<file path="config.mk">
export PLATFORM = sky130hd
export DESIGN_NAME = acc_cpu_core
export DESIGN_NICKNAME = d
export VERILOG_FILES = /design/src/rtl/acc_cpu_core.sv
export SDC_FILE = /design/constraint.sdc
export NUM_CORES = 1
export LEC_CHECK = 0
export ABC_AREA = 1
export BUFFER_PORTS_ARGS = -buffer_cell sky130_fd_sc_hd__buf_2
export CAP_MARGIN = 20
export CORE_MARGIN = 1.5
export CORE_UTILIZATION = 45
export CTS_BUF_LIST = sky130_fd_sc_hd__clkbuf_16
export CTS_CLUSTER_DIAMETER = 40
export DETAILED_ROUTE_END_ITERATION = 12
export HOLD_SLACK_MARGIN = 0.06
export SLEW_MARGIN = 20
export SYNTH_ARGS = -nofsm -noshare
export SYNTH_HDL_FRONTEND = slang
export SYNTH_SLANG_ARGS = --single-unit
</file>
<file path="constraint.sdc">
create_clock -name clk -period 8.7 [get_ports clk]
set_input_delay 1.74 -clock clk [delete_from_list [all_inputs] [get_ports clk]]
set_output_delay 1.74 -clock clk [all_outputs]
set_load 0.005 [all_outputs]
</file>
<file path="src/rtl/acc_cpu_core.sv">
// Multi-cycle accumulator CPU core with parametrised widths, a req/ready memory
// handshake with wait states, full {Z,C,V,N} flags and halted/illegal status.
module acc_cpu_core #(
   parameter int                DATA_W   = 16,
   parameter int                ADDR_W   = 8,
   parameter logic [ADDR_W-1:0] RESET_PC = '0
) (
   input  logic              clk,
   input  logic              rst,
   output logic              mem_req,
   output logic              mem_we,
   output logic [ADDR_W-1:0] mem_addr,
   output logic [DATA_W-1:0] mem_wdata,
   input  logic [DATA_W-1:0] mem_rdata,
   input  logic              mem_ready,
   output logic [DATA_W-1:0] acc,
   output logic [ADDR_W-1:0] pc,
   output logic [3:0]        flags,
   output logic              halted,
   output logic              illegal
);

   localparam int SH_W = $clog2(DATA_W);

   localparam logic [7:0] OP_STORE  = 8'h01;
   localparam logic [7:0] OP_LOAD   = 8'h02;
   localparam logic [7:0] OP_ADD    = 8'h03;
   localparam logic [7:0] OP_SUB    = 8'h04;
   localparam logic [7:0] OP_JMPGEZ = 8'h05;
   localparam logic [7:0] OP_JMP    = 8'h06;
   localparam logic [7:0] OP_HALT   = 8'h07;
   localparam logic [7:0] OP_MPY    = 8'h08;
   localparam logic [7:0] OP_AND    = 8'h0A;
   localparam logic [7:0] OP_OR     = 8'h0B;
   localparam logic [7:0] OP_NOT    = 8'h0C;
   localparam logic [7:0] OP_SHR    = 8'h0D;
   localparam logic [7:0] OP_SHL    = 8'h0E;

   typedef enum logic [2:0] {
      FETCH,
      DECODE,
      READ,
      EXEC,
      WRITE,
      HALT
   } state_t;

   state_t              state;
   logic [DATA_W-1:0]   ir;
   logic [DATA_W-1:0]   br;
   logic [7:0]          ir_op;
   logic [ADDR_W-1:0]   ir_addr;
   logic                ir_unused;

   logic [DATA_W:0]     sum;
   logic [DATA_W:0]     diff;
   logic [2*DATA_W-1:0] prod;
   logic [SH_W-1:0]     sh;
   logic [DATA_W:0]     shr_t;
   logic [DATA_W:0]     shl_t;
   logic [DATA_W-1:0]   alu_res;
   logic                alu_c;
   logic                alu_v;

   assign ir_op     = ir[DATA_W-1 -: 8];
   assign ir_addr   = ir[ADDR_W-1:0];
   assign ir_unused = ^ir;

   // Shifts carry one guard bit so the last bit shifted out lands in a fixed position.
   assign sum   = {1'b0, acc} + {1'b0, br};
   assign diff  = {1'b0, acc} - {1'b0, br};
   assign prod  = {{DATA_W{1'b0}}, acc} * {{DATA_W{1'b0}}, br};
   assign sh    = br[SH_W-1:0];
   assign shr_t = {acc, 1'b0} >> sh;
   assign shl_t = {1'b0, acc} << sh;

   always_comb begin
      alu_res = acc;
      alu_c   = 1'b0;
      alu_v   = 1'b0;
      case (ir_op)
         OP_LOAD: alu_res = br;
         OP_ADD: begin
            alu_res = sum[DATA_W-1:0];
            alu_c   = sum[DATA_W];
            alu_v   = (acc[DATA_W-1] == br[DATA_W-1]) && (sum[DATA_W-1] != acc[DATA_W-1]);
         end
         OP_SUB: begin
            alu_res = diff[DATA_W-1:0];
            alu_c   = diff[DATA_W];
            alu_v   = (acc[DATA_W-1] != br[DATA_W-1]) && (diff[DATA_W-1] != acc[DATA_W-1]);
         end
         OP_MPY: begin
            alu_res = prod[DATA_W-1:0];
            alu_c   = |prod[2*DATA_W-1:DATA_W];
         end
         OP_AND: alu_res = acc & br;
         OP_OR:  alu_res = acc | br;
         OP_SHR: begin
            alu_res = shr_t[DATA_W:1];
            alu_c   = shr_t[0];
         end
         OP_SHL: begin
            alu_res = shl_t[DATA_W-1:0];
            alu_c   = shl_t[DATA_W];
         end
         default: alu_res = acc;
      endcase
   end

   // Memory outputs are set up on entry to an access state and held until mem_ready,
   // so a wait state never disturbs them; after reset FETCH spends one cycle raising mem_req.
   always_ff @(posedge clk) begin
      if (rst) begin
         state     <= FETCH;
         pc        <= RESET_PC;
         acc       <= '0;
         flags     <= '0;
         ir        <= '0;
         br        <= '0;
         halted    <= 1'b0;
         illegal   <= 1'b0;
         mem_req   <= 1'b0;
         mem_we    <= 1'b0;
         mem_addr  <= RESET_PC;
         mem_wdata <= '0;
      end else begin
         case (state)
            FETCH: begin
               if (!mem_req) begin
                  mem_req  <= 1'b1;
                  mem_we   <= 1'b0;
                  mem_addr <= pc;
               end else if (mem_ready) begin
                  ir      <= mem_rdata;
                  pc      <= pc + ADDR_W'(1);
                  mem_req <= 1'b0;
                  state   <= DECODE;
               end
            end
            DECODE: begin
               case (ir_op)
                  OP_LOAD, OP_ADD, OP_SUB, OP_MPY, OP_AND, OP_OR, OP_SHR, OP_SHL: begin
                     mem_req  <= 1'b1;
                     mem_we   <= 1'b0;
                     mem_addr <= ir_addr;
                     state    <= READ;
                  end
                  OP_STORE: begin
                     mem_req   <= 1'b1;
                     mem_we    <= 1'b1;
                     mem_addr  <= ir_addr;
                     mem_wdata <= acc;
                     state     <= WRITE;
                  end
                  OP_JMP: begin
                     pc       <= ir_addr;
                     mem_req  <= 1'b1;
                     mem_we   <= 1'b0;
                     mem_addr <= ir_addr;
                     state    <= FETCH;
                  end
                  OP_JMPGEZ: begin
                     if (!acc[DATA_W-1]) begin
                        pc       <= ir_addr;
                        mem_addr <= ir_addr;
                     end else begin
                        mem_addr <= pc;
                     end
                     mem_req <= 1'b1;
                     mem_we  <= 1'b0;
                     state   <= FETCH;
                  end
                  OP_NOT: begin
                     acc      <= ~acc;
                     flags    <= {&acc, 1'b0, 1'b0, ~acc[DATA_W-1]};
                     mem_req  <= 1'b1;
                     mem_we   <= 1'b0;
                     mem_addr <= pc;
                     state    <= FETCH;
                  end
                  OP_HALT: begin
                     halted <= 1'b1;
                     state  <= HALT;
                  end
                  default: begin
                     illegal <= 1'b1;
                     halted  <= 1'b1;
                     state   <= HALT;
                  end
               endcase
            end
            READ: begin
               if (mem_ready) begin
                  br      <= mem_rdata;
                  mem_req <= 1'b0;
                  state   <= EXEC;
               end
            end
            EXEC: begin
               acc      <= alu_res;
               flags    <= {alu_res == '0, alu_c, alu_v, alu_res[DATA_W-1]};
               mem_req  <= 1'b1;
               mem_we   <= 1'b0;
               mem_addr <= pc;
               state    <= FETCH;
            end
            WRITE: begin
               if (mem_ready) begin
                  mem_we   <= 1'b0;
                  mem_addr <= pc;
                  state    <= FETCH;
               end
            end
            HALT: begin
               mem_req <= 1'b0;
               halted  <= 1'b1;
            end
            default: state <= FETCH;
         endcase
      end
   end

endmodule

</file>
Word-level counts from Yosys, hierarchy flattened:

Index checks and enable logic that the tools add are counted.
Widths: inputs -> output; s select.

* add/sub/neg operators: 3
* multiply operators: 1
* div/mod/pow operators: 0
* $lt $le $gt $ge: 0
* equality and inequality tests: 33
* shifts and indexed selects: 2
* muxes and demuxes: 32
* bitwise logic cells: 6
* reductions and logical operators: 28

Operators by type and width (number)
* $pmux 16 s8: 1
* $eq 8x4->1 const B: 6
* $mux 8: 5
* $eq 8x3->1 const B: 4
* $mul 16x16->32: 1
* $pmux 16 s2: 1
* $pmux 8 s2: 2
* $pmux 8 s4: 1
* $pmux 8 s3: 1
* $add 16x16->17: 1
* $shl 16x4->17: 1
* $shr 17x4->17: 1
* $sub 16x16->17: 1
* $and 16x16->16: 1
* $eq 8x2->1 const B: 2
* $logic_not 16->1: 1
* $mux 16: 1
* $not 16->16: 1
* $or 16x16->16: 1
* $reduce_and 16->1: 1
* $reduce_or 16->1: 1
* $pmux 3 s5: 1
* $ne 2x2->1 const B: 7
* $reduce_or 13->1: 1
* other kinds (33): 61

* flip-flop bits (word level): 91
* latch bits: 0
* memory bits (writable): 0
* memory bits (read-only): 0
* bits of input ports: 19
* output and inout bits: 56
* word-level logic and storage cells: 117
* memories: 0

Depth between registers and ports, before layout:

Gate-level depths: netlist (run 1).

* depth in word-level cells: 5
* depth in mapped cells: 35
* gate-level depth less buffers: 33

Worst setup path before layout (run 1):

OpenSTA, ideal clock, no wires.

* kind: register to register
* start point: register br[1]
* end point: register flags[2]
* library setup time: 132 ps
* arrival: 6154 ps
* required time: 8568 ps
* slack: 2414 ps
* stages on the path, launching flop included: 32
* path buffers: 4
* period minus slack after synthesis: 6286 ps
* cells stage by stage: dfxtp_1 buf_2 clkbuf_1 clkbuf_1 buf_1 nand2_1 fa_1 fa_1 inv_1 fa_1 inv_1 fa_1 fa_1 fa_1 inv_1 ha_1 nand2_1 inv_1 nand2_1 nor3_1 and2_1 nand2_1 nand3_1 nand2_1 nor2_1 nand2_1 nor2_1 nand2_1 nand2_1 nand2_1 nand2_1 a21oi_1

* cells in the longest elaborated chain, start to end: 4
* elaborated cells between the ends (all ways): 8
* those cells by class: add/sub (2); mul (1); shift (2); mux (2); reduce/logical (1)

Ends and longest elaborated chain
* start: declaration: RTL line 50 `logic [DATA_W-1:0] br;`
* start signal: assignment: RTL line 195 `br <= mem_rdata;`
* $mul 16x16->32: RTL line 72 `assign prod = {{DATA_W{1'b0}}, acc} * {{DATA_W{1'b0}}, br};`
* $reduce_or 16->1: RTL line 95 `alu_c = |prod[2*DATA_W-1:DATA_W];`
* $pmux 1 s5 *: RTL line 81 `case (ir_op)`
* $pmux 4 s2 *: RTL line 128 `case (state)`
* end signal: assignment: RTL line 176 `flags <= {&acc, 1'b0, 1'b0, ~acc[DATA_W-1]};`
* end signal: assignment: RTL line 202 `flags <= {alu_res == '0, alu_c, alu_v, alu_res[DATA_W-1]};`
* end: declaration: RTL line 18 `output logic [3:0] flags,`

Every way passes the cells marked *; elsewhere a longest branch is shown, timed or not.
A chain may end at the register's enable or synchronous reset.

Worst setup path after layout (run 1):

* start point: register acc[7]
* end point: register flags[3]

* cells in the longest elaborated chain, start to end: 4
* elaborated cells between the ends (all ways): 12
* those cells by class: add/sub (2); mul (1); shift (2); mux (3); bitwise (2); reduce/logical (2)

Ends and longest elaborated chain
* start: declaration: RTL line 16 `output logic [DATA_W-1:0] acc,`
* start signal: assignment: RTL line 175 `acc <= ~acc;`
* start signal: assignment: RTL line 201 `acc <= alu_res;`
* $mul 16x16->32, or another cell as far along: RTL line 72
* $pmux 16 s8: RTL line 81
* $logic_not 16->1: RTL line 202
* $pmux 4 s2 *: RTL line 128

Every way passes the cells marked *; elsewhere a longest branch is shown, timed or not. The select of a mux whose other input is x is not followed.

==> impl_metrics.yaml, run 1 <==
drt:
  initial_drt_pass_iterations: 6
  drtIter0Drc: 1753
  drc: 0
  finalWirelength_um: 66800
  detail_route.vias_per_cell: 5.46
  wire_per_inst_um: 20.2
  vias: 18100
  antenna_left: 0
finish:
  num_antenna_cells: 0
  post_route_cells_drive_above_1_share: 0.0603
  layout-area-overhead-vs-synth_pct: 5.89
  final_area_um2: 18700
  design.final.nets: 3151
  layoutNonFillerInstCount: 3305
floorplan:
  start_util: 0.457
  design.die.area_um2: 40500
  num_io_pins: 75
  fp.dieW_um: 201
  standard_cell_row_count: 72
  die_y_um: 201
  fp.coreArea_um2: 38700
sta:
  worst_slew_pin_slew_ps: 1130
  setup_repair_after_global_routing_missed_its_margin: "false"
  timing.final.max_slew_violations: 0
  finalSetupViolCount: 0
  max_freq_ghz: 0.143
  crit_share_post_route: 0.804
  final.setup.tns_ps: 0
  finalClockSkew_ps: 12.7
  timing_hold_violations_final: 0
  min_period_ps: 6990
  relSlewSlack: 0.248
power_and_ir_drop:
  ir_drop_uv: 124
  sequentialPowerShare: 0.299
  power_frac_comb: 0.508
  netSwitchingFraction: 0.503
  power_leakage_nw: 10.2
  switching_power_mw: 1.02
  power-per-cell-area_nw_per_um2: 108
  internal_power_mw: 1.01
  clock_power_share: 0.193
clock_network:
  numClockSinks: 90
  post-cts-setup-buffers: 0
  post_cts_resize_count: 0
  numCtsBuffers: 9
  cts_max_path_buffers: 2
  hold_buffers: 0
  clk_latency_ps: 360
  tritoncts: "yes"
  ctsHtreeMaxLevel: 3
  cts.clk_slew.worst_paths_ps: 70
  cts_root_buf: "sky130_fd_sc_hd__clkbuf_16"
place:
  routabilityCongestion: 1.00
  place_hpwl_um: 54200
  placedInstanceArea_um2: 18400
  placed_cells: 3289
  placement.io_buffers: 74
global_route:
  overall_global_routing_usage: 0.332
  pin_count_of_the_biggest_net_entering_global_routing: 66
  grt_first_pass_wirelength_um: 103000
  global_route.overflow_total: 0
  antenna_violations_before_repair: 3
  first_global_vias: 17800
synthesis:
  yosysSeqAreaShare: 0.102
  synth_top_area_cell: "sky130_fd_sc_hd__fa_1"
  post_synth_most_frequent_cells: "sky130_fd_sc_hd__nand2_1 (833), sky130_fd_sc_hd__inv_1 (568), sky130_fd_sc_hd__nand3_1 (214)"
  synthesis.yosys.warnings: 0
  synthesized_area_per_cell_um2: 6.34
  netlist.area_leader.share: 0.222
  synth_most_common_cell: "sky130_fd_sc_hd__nand2_1"
  synth_enable_flop_cells: 0
  synth_area_um2: 17700
  synth_fp_nets: 3160
  synth.lib_cells_used.distinct: 48
  ff_latch_count_synth: 90
  postSynth.topFlopCell: "sky130_fd_sc_hd__dfxtp_1"
  synth_top_cells_by_area: "sky130_fd_sc_hd__fa_1 (22%), sky130_fd_sc_hd__nand2_1 (18%), sky130_fd_sc_hd__inv_1 (12%)"
  asyncSetResetFlopFracSynth: 0
  synthCells: 2791
worst_setup_path:
  critical_path_arrival_ps: 7290
  setup.worst_path.start_class: "register"
  critical-path-max-stage-delay_ps: 1070
  critical-path-top-delay-family: "adder cells"
  crit_path_end_kind: "register"
  crit_buf_inv: 4
  cp.required_ps: 8990
  timing.critical_path.slowest_stage_cell: "sky130_fd_sc_hd__dfxtp_1"
  worstSetupPathType: "register to register"
  crit_path_max_fanout: 22
run:
  max-cap-violations: 0
worst_hold_path:
  hold_path_class: "register to register"
outcome:
  outcome: "complete, no violations"
## cell type report
cell class              count  area [µm²]
fillers                  4159       20000
flip-flops and latches     90        1800
clock inverters             7        60.1
multi-input cells        1988       13200
well taps                 518         648
inverters                 583        2190
repair buffers            110         641
clock buffers               9         225
## registers in the layout, indices dropped and copies added, names as in the netlist
name       cells
ir            16
mem_req        1
mem_addr       8
br            16
halted         1
flags          4
illegal        1
pc             8
mem_we         1
acc           15
mem_wdata     16
state          3
## per-stage QoR
stage	total power, mW	hold slack (ps)	utilization	setup WS (ps)
floorplan	1.28	439	-	2410
finish	2.02	471	0.483	1710
global route	2.16	491	0.483	1430
global placement	1.61	451	0.476	1910
detailed placement	1.61	459	0.476	1860
CTS	2.01	470	0.483	1830
## worst paths after layout
check	start	to	cells past startpoint	slack, ps
max	acc[7]	flags[3]	26	1710
min	illegal	illegal	2	470
max reg2reg	acc[7]	flags[3]	26	1710
min reg2reg	illegal	illegal	2	470
## metal layers
layer / vias up / global-route usage / wire length, µm
met5: - / 0 / 13
met4: 2 / 0.0925 / 1910
met3: 125 / 0.0517 / 6090
li1: 8534 / - / -
met1: 8577 / 0.469 / 29100
met2: 817 / 0.524 / 29700
## worst register-to-register path, cell delays in order, from the launching register on
cell and delay [ps]:
sky130_fd_sc_hd__dfxtp_1 1070, sky130_fd_sc_hd__ha_1 370, sky130_fd_sc_hd__inv_1 100, sky130_fd_sc_hd__fa_1 560, sky130_fd_sc_hd__inv_1 60, sky130_fd_sc_hd__fa_1 500
sky130_fd_sc_hd__inv_1 60, sky130_fd_sc_hd__fa_1 550, sky130_fd_sc_hd__fa_1 430, sky130_fd_sc_hd__fa_1 460, sky130_fd_sc_hd__fa_1 490, sky130_fd_sc_hd__inv_1 40
sky130_fd_sc_hd__ha_1 340, sky130_fd_sc_hd__nand2_1 90, sky130_fd_sc_hd__nor2_1 290, sky130_fd_sc_hd__nand4_1 210, sky130_fd_sc_hd__nand2_1 190, sky130_fd_sc_hd__nand2_1 70
sky130_fd_sc_hd__nand3_1 170, sky130_fd_sc_hd__nand2_1 80, sky130_fd_sc_hd__nor2_1 150, sky130_fd_sc_hd__nand3_1 110, sky130_fd_sc_hd__nor2_1 150, sky130_fd_sc_hd__nand3_1 140
sky130_fd_sc_hd__nor2_1 110, sky130_fd_sc_hd__nor2_1 50, sky130_fd_sc_hd__nor2_1 100
## cells by family (layout without fill, tap and decap cells)
| group | after synthesis | count (layout) | share of synthesized area |
|---|---|---|---|
| compound gates | 326 | 326 | 0.101 |
| xor+xnor | 9 | 9 | 0.00446 |
| fa+ha+maj | 350 | 350 | 0.331 |
| simple gates | 1303 | 1303 | 0.307 |
| flops | 90 | 90 | 0.102 |
| buf+inv | 713 | 709 | 0.154 |
## layout by cell type (no fill, tap or decap), types with 4 or more instances in the layout
cell type                     n
sky130_fd_sc_hd__nand2_1    833
sky130_fd_sc_hd__inv_1      569
sky130_fd_sc_hd__nand3_1    214
sky130_fd_sc_hd__fa_1       196
sky130_fd_sc_hd__nor2_1     167
sky130_fd_sc_hd__ha_1       154
sky130_fd_sc_hd__a21oi_1    135
sky130_fd_sc_hd__o21ai_0    114
sky130_fd_sc_hd__dfxtp_1     88
sky130_fd_sc_hd__buf_2       74
sky130_fd_sc_hd__buf_4       36
sky130_fd_sc_hd__nand4_1     23
sky130_fd_sc_hd__nor3_1      18
sky130_fd_sc_hd__o21ai_1     16
sky130_fd_sc_hd__nand3b_1    14
sky130_fd_sc_hd__o211ai_1    13
sky130_fd_sc_hd__inv_2       11
sky130_fd_sc_hd__a221oi_1    11
sky130_fd_sc_hd__a31oi_1     10
sky130_fd_sc_hd__nor2_2       9
sky130_fd_sc_hd__clkbuf_16    9
sky130_fd_sc_hd__o21bai_1     7
sky130_fd_sc_hd__or2_2        7
sky130_fd_sc_hd__o22ai_1      7
sky130_fd_sc_hd__nor2_4       5
sky130_fd_sc_hd__and2_1       5
sky130_fd_sc_hd__xor2_1       5
sky130_fd_sc_hd__xnor2_1      4
## power by group through the flow
stage               registers, mW  logic [mW]  clock network, mW
finish                      0.606        1.03              0.390
global route                0.618        1.13              0.413
CTS                         0.603        1.01              0.398
detailed placement          0.611        1.00                  0
global placement            0.608        1.00                  0
floorplan                   0.577       0.707                  0
Note: power is estimated with default switching activity, not from simulation.
==> run 2, diff against run 1 <==
clock period = 6.9 ns   (was 8.7 ns; I/O delays follow)
==> run 2 against run 1 <==
  * Clock power increased by 32%
  * Routed wire length increased by 1.8%
  * Utilization increased by 0.47 points
  * Final cell count increased by 0.57%
  * Critical path depth increased by 1
  * Clock skew decreased by 1.1 ps
  * Via count increased by 0.61%
  * Worst hold slack got worse by 13 ps
  * Critical endpoint is now flags[2]
  * Largest cell class unchanged
==> impl_metrics.yaml, run 2 (same netlist as run 1, synthesis figures left out) <==
outcome:
  outcome: "complete, no violations"
finish:
  fillerInstances: 4175
  layout.cells.most_common_list: "sky130_fd_sc_hd__nand2_1 (833), sky130_fd_sc_hd__inv_1 (568), sky130_fd_sc_hd__nand3_1 (214)"
  post_route_cells_drive_above_1_share: 0.0681
  layout-area-overhead-vs-synth_pct: 6.90
  layout.cells.most_common: "sky130_fd_sc_hd__nand2_1"
  registers_with_the_most_flip_flops: "br (16), ir (16), mem_wdata (16)"
  design.final.nets: 3169
  final_area_um2: 18900
drt:
  antenna_left: 0
  drc: 0
  wire_per_inst_um: 20.5
  drtIter0Drc: 1714
  initial_drt_pass_iterations: 6
  vias: 18200
  detail_route.vias_per_cell: 5.47
  finalWirelength_um: 68000
power_and_ir_drop:
  power_leakage_nw: 10.3
  ir_drop_uv: 170
  power-per-cell-area_nw_per_um2: 137
sta:
  min_period_ps: 6430
  setup_repair_after_global_routing_missed_its_margin: "false"
  crit_share_post_route: 0.932
  max_freq_ghz: 0.155
  worst_slew_pin_slew_ps: 1040
  timing.final.max_slew_violations: 0
  final_critical_path_setup_slack_ps: 466
  final.setup.tns_ps: 0
  finalClockSkew_ps: 11.6
  finalSetupViolCount: 0
  fin_hold_ws_ps: 457
  timing_hold_violations_final: 0
  relSlewSlack: 0.306
floorplan:
  standard_cell_row_count: 72
  fp.dieW_um: 201
  fp.coreArea_um2: 38700
  die_y_um: 201
  start_util: 0.457
  design.die.area_um2: 40500
  num_io_pins: 75
place:
  placedInstanceArea_um2: 18600
  post_place_worst_slack_ps: 312
  routabilityCongestion: 1.01
  place_hpwl_um: 55400
  placement.io_buffers: 74
worst_setup_path:
  setup.worst_path.start_class: "register"
  critical_path_depth: 27
  cp.required_ps: 7130
  critical-path-max-stage-delay_ps: 680
  timing.critical_path.slowest_stage_cell: "sky130_fd_sc_hd__dfxtp_1"
  crit_path_end_kind: "register"
  crit_path_max_fanout: 10
  r2r-start: "acc[6]"
  critical_path_arrival_ps: 6660
  worst-r2r-cell-count: 27
  worstSetupStartpoint: "acc[6]"
  path_common_cell: "sky130_fd_sc_hd__nand2_1"
  critical-path-top-delay-family: "adder cells"
  crit_buf_inv: 4
  worstSetupPathType: "register to register"
worst_hold_path:
  whs_path_depth: 2
  worst_hold_startpoint: "illegal"
  hold_path_class: "register to register"
clock_network:
  post-cts-setup-buffers: 0
  hold_buffers: 0
  ctsHtreeMaxLevel: 3
  tritoncts: "yes"
  numClockSinks: 90
  cts.clk_slew.worst_paths_ps: 80
  post_cts_resize_count: 0
  cts_root_buf: "sky130_fd_sc_hd__clkbuf_16"
  numCtsBuffers: 9
  cts_max_path_buffers: 2
  clk_latency_ps: 370
global_route:
  overall_global_routing_usage: 0.334
  global_route.overflow_total: 0
  grt_first_pass_wirelength_um: 104000
  antenna_violations_before_repair: 1
  first_global_vias: 17700
  pin_count_of_the_biggest_net_entering_global_routing: 71
run:
  max-cap-violations: 0
## run 2: metal layers
metal | vias up | GRT usage | share of wire
li1 | 8560 | - | -
met1 | 8667 | 0.465 | 0.44
met2 | 828 | 0.529 | 0.44
met3 | 109 | 0.0666 | 0.093
met4 | 2 | 0.0893 | 0.025
met5 | - | 0 | 0.00013
## run 2: worst paths after layout
| check | to | slack, ps |
|---|---|---|
| worst max-delay path | flags[2] | 470 |
| worst min-delay path | illegal | 460 |
| worst max register to register | flags[2] | 470 |
| worst min register to register | illegal | 460 |
## run 2: cell type report
type	instances	area (µm²)	area share
repair buffers	128	801	0.0424
well taps	518	648	0.0343
multi-input cells	1988	13200	0.696
inverters	583	2190	0.116
clock buffers	9	225	0.0119
flip-flops and latches	90	1810	0.0958
diodes	1	2.50	0.000132
clock inverters	7	71.3	0.00377
## run 2: per-stage QoR
stage | util | cells | power [mW]
2_1_floorplan | - | 2791 | 1.62
3_3_place_gp | 0.480 | 3307 | 2.03
3_5_place_dp | 0.480 | 3307 | 2.04
4_1_cts | 0.488 | 3323 | 2.56
5_1_grt | 0.488 | 3323 | 2.76
6_report | 0.488 | 3324 | 2.59
## run 2: report_power, final
part	internal [mW]	switching (mW)	leakage (nW)
Clock	0.256	0.260	0.146
Sequential	0.639	0.120	0.736
Combinational	0.384	0.934	9.44
## run 2: worst register-to-register path, stage by stage (launching register included)
cell                      delay [ps]
sky130_fd_sc_hd__dfxtp_1         680
sky130_fd_sc_hd__buf_4           310
sky130_fd_sc_hd__nand2_1         100
sky130_fd_sc_hd__fa_1            520
sky130_fd_sc_hd__inv_1            50
sky130_fd_sc_hd__fa_1            510
sky130_fd_sc_hd__inv_1            60
sky130_fd_sc_hd__fa_1            550
sky130_fd_sc_hd__fa_1            430
sky130_fd_sc_hd__fa_1            460
sky130_fd_sc_hd__fa_1            490
sky130_fd_sc_hd__inv_1            40
sky130_fd_sc_hd__ha_1            360
sky130_fd_sc_hd__nand2_1         100
sky130_fd_sc_hd__nor2_1          230
sky130_fd_sc_hd__nand4_1         200
sky130_fd_sc_hd__nand2_1         210
sky130_fd_sc_hd__nand2_1         100
sky130_fd_sc_hd__nand3_1          90
sky130_fd_sc_hd__nand2_1         110
sky130_fd_sc_hd__nor2_1          130
sky130_fd_sc_hd__nand2_1          60
sky130_fd_sc_hd__nor2_1          120
sky130_fd_sc_hd__nand2_1         100
sky130_fd_sc_hd__nand2_1         110
sky130_fd_sc_hd__nand2_1          60
sky130_fd_sc_hd__nand2_1          60
sky130_fd_sc_hd__a21oi_1          60
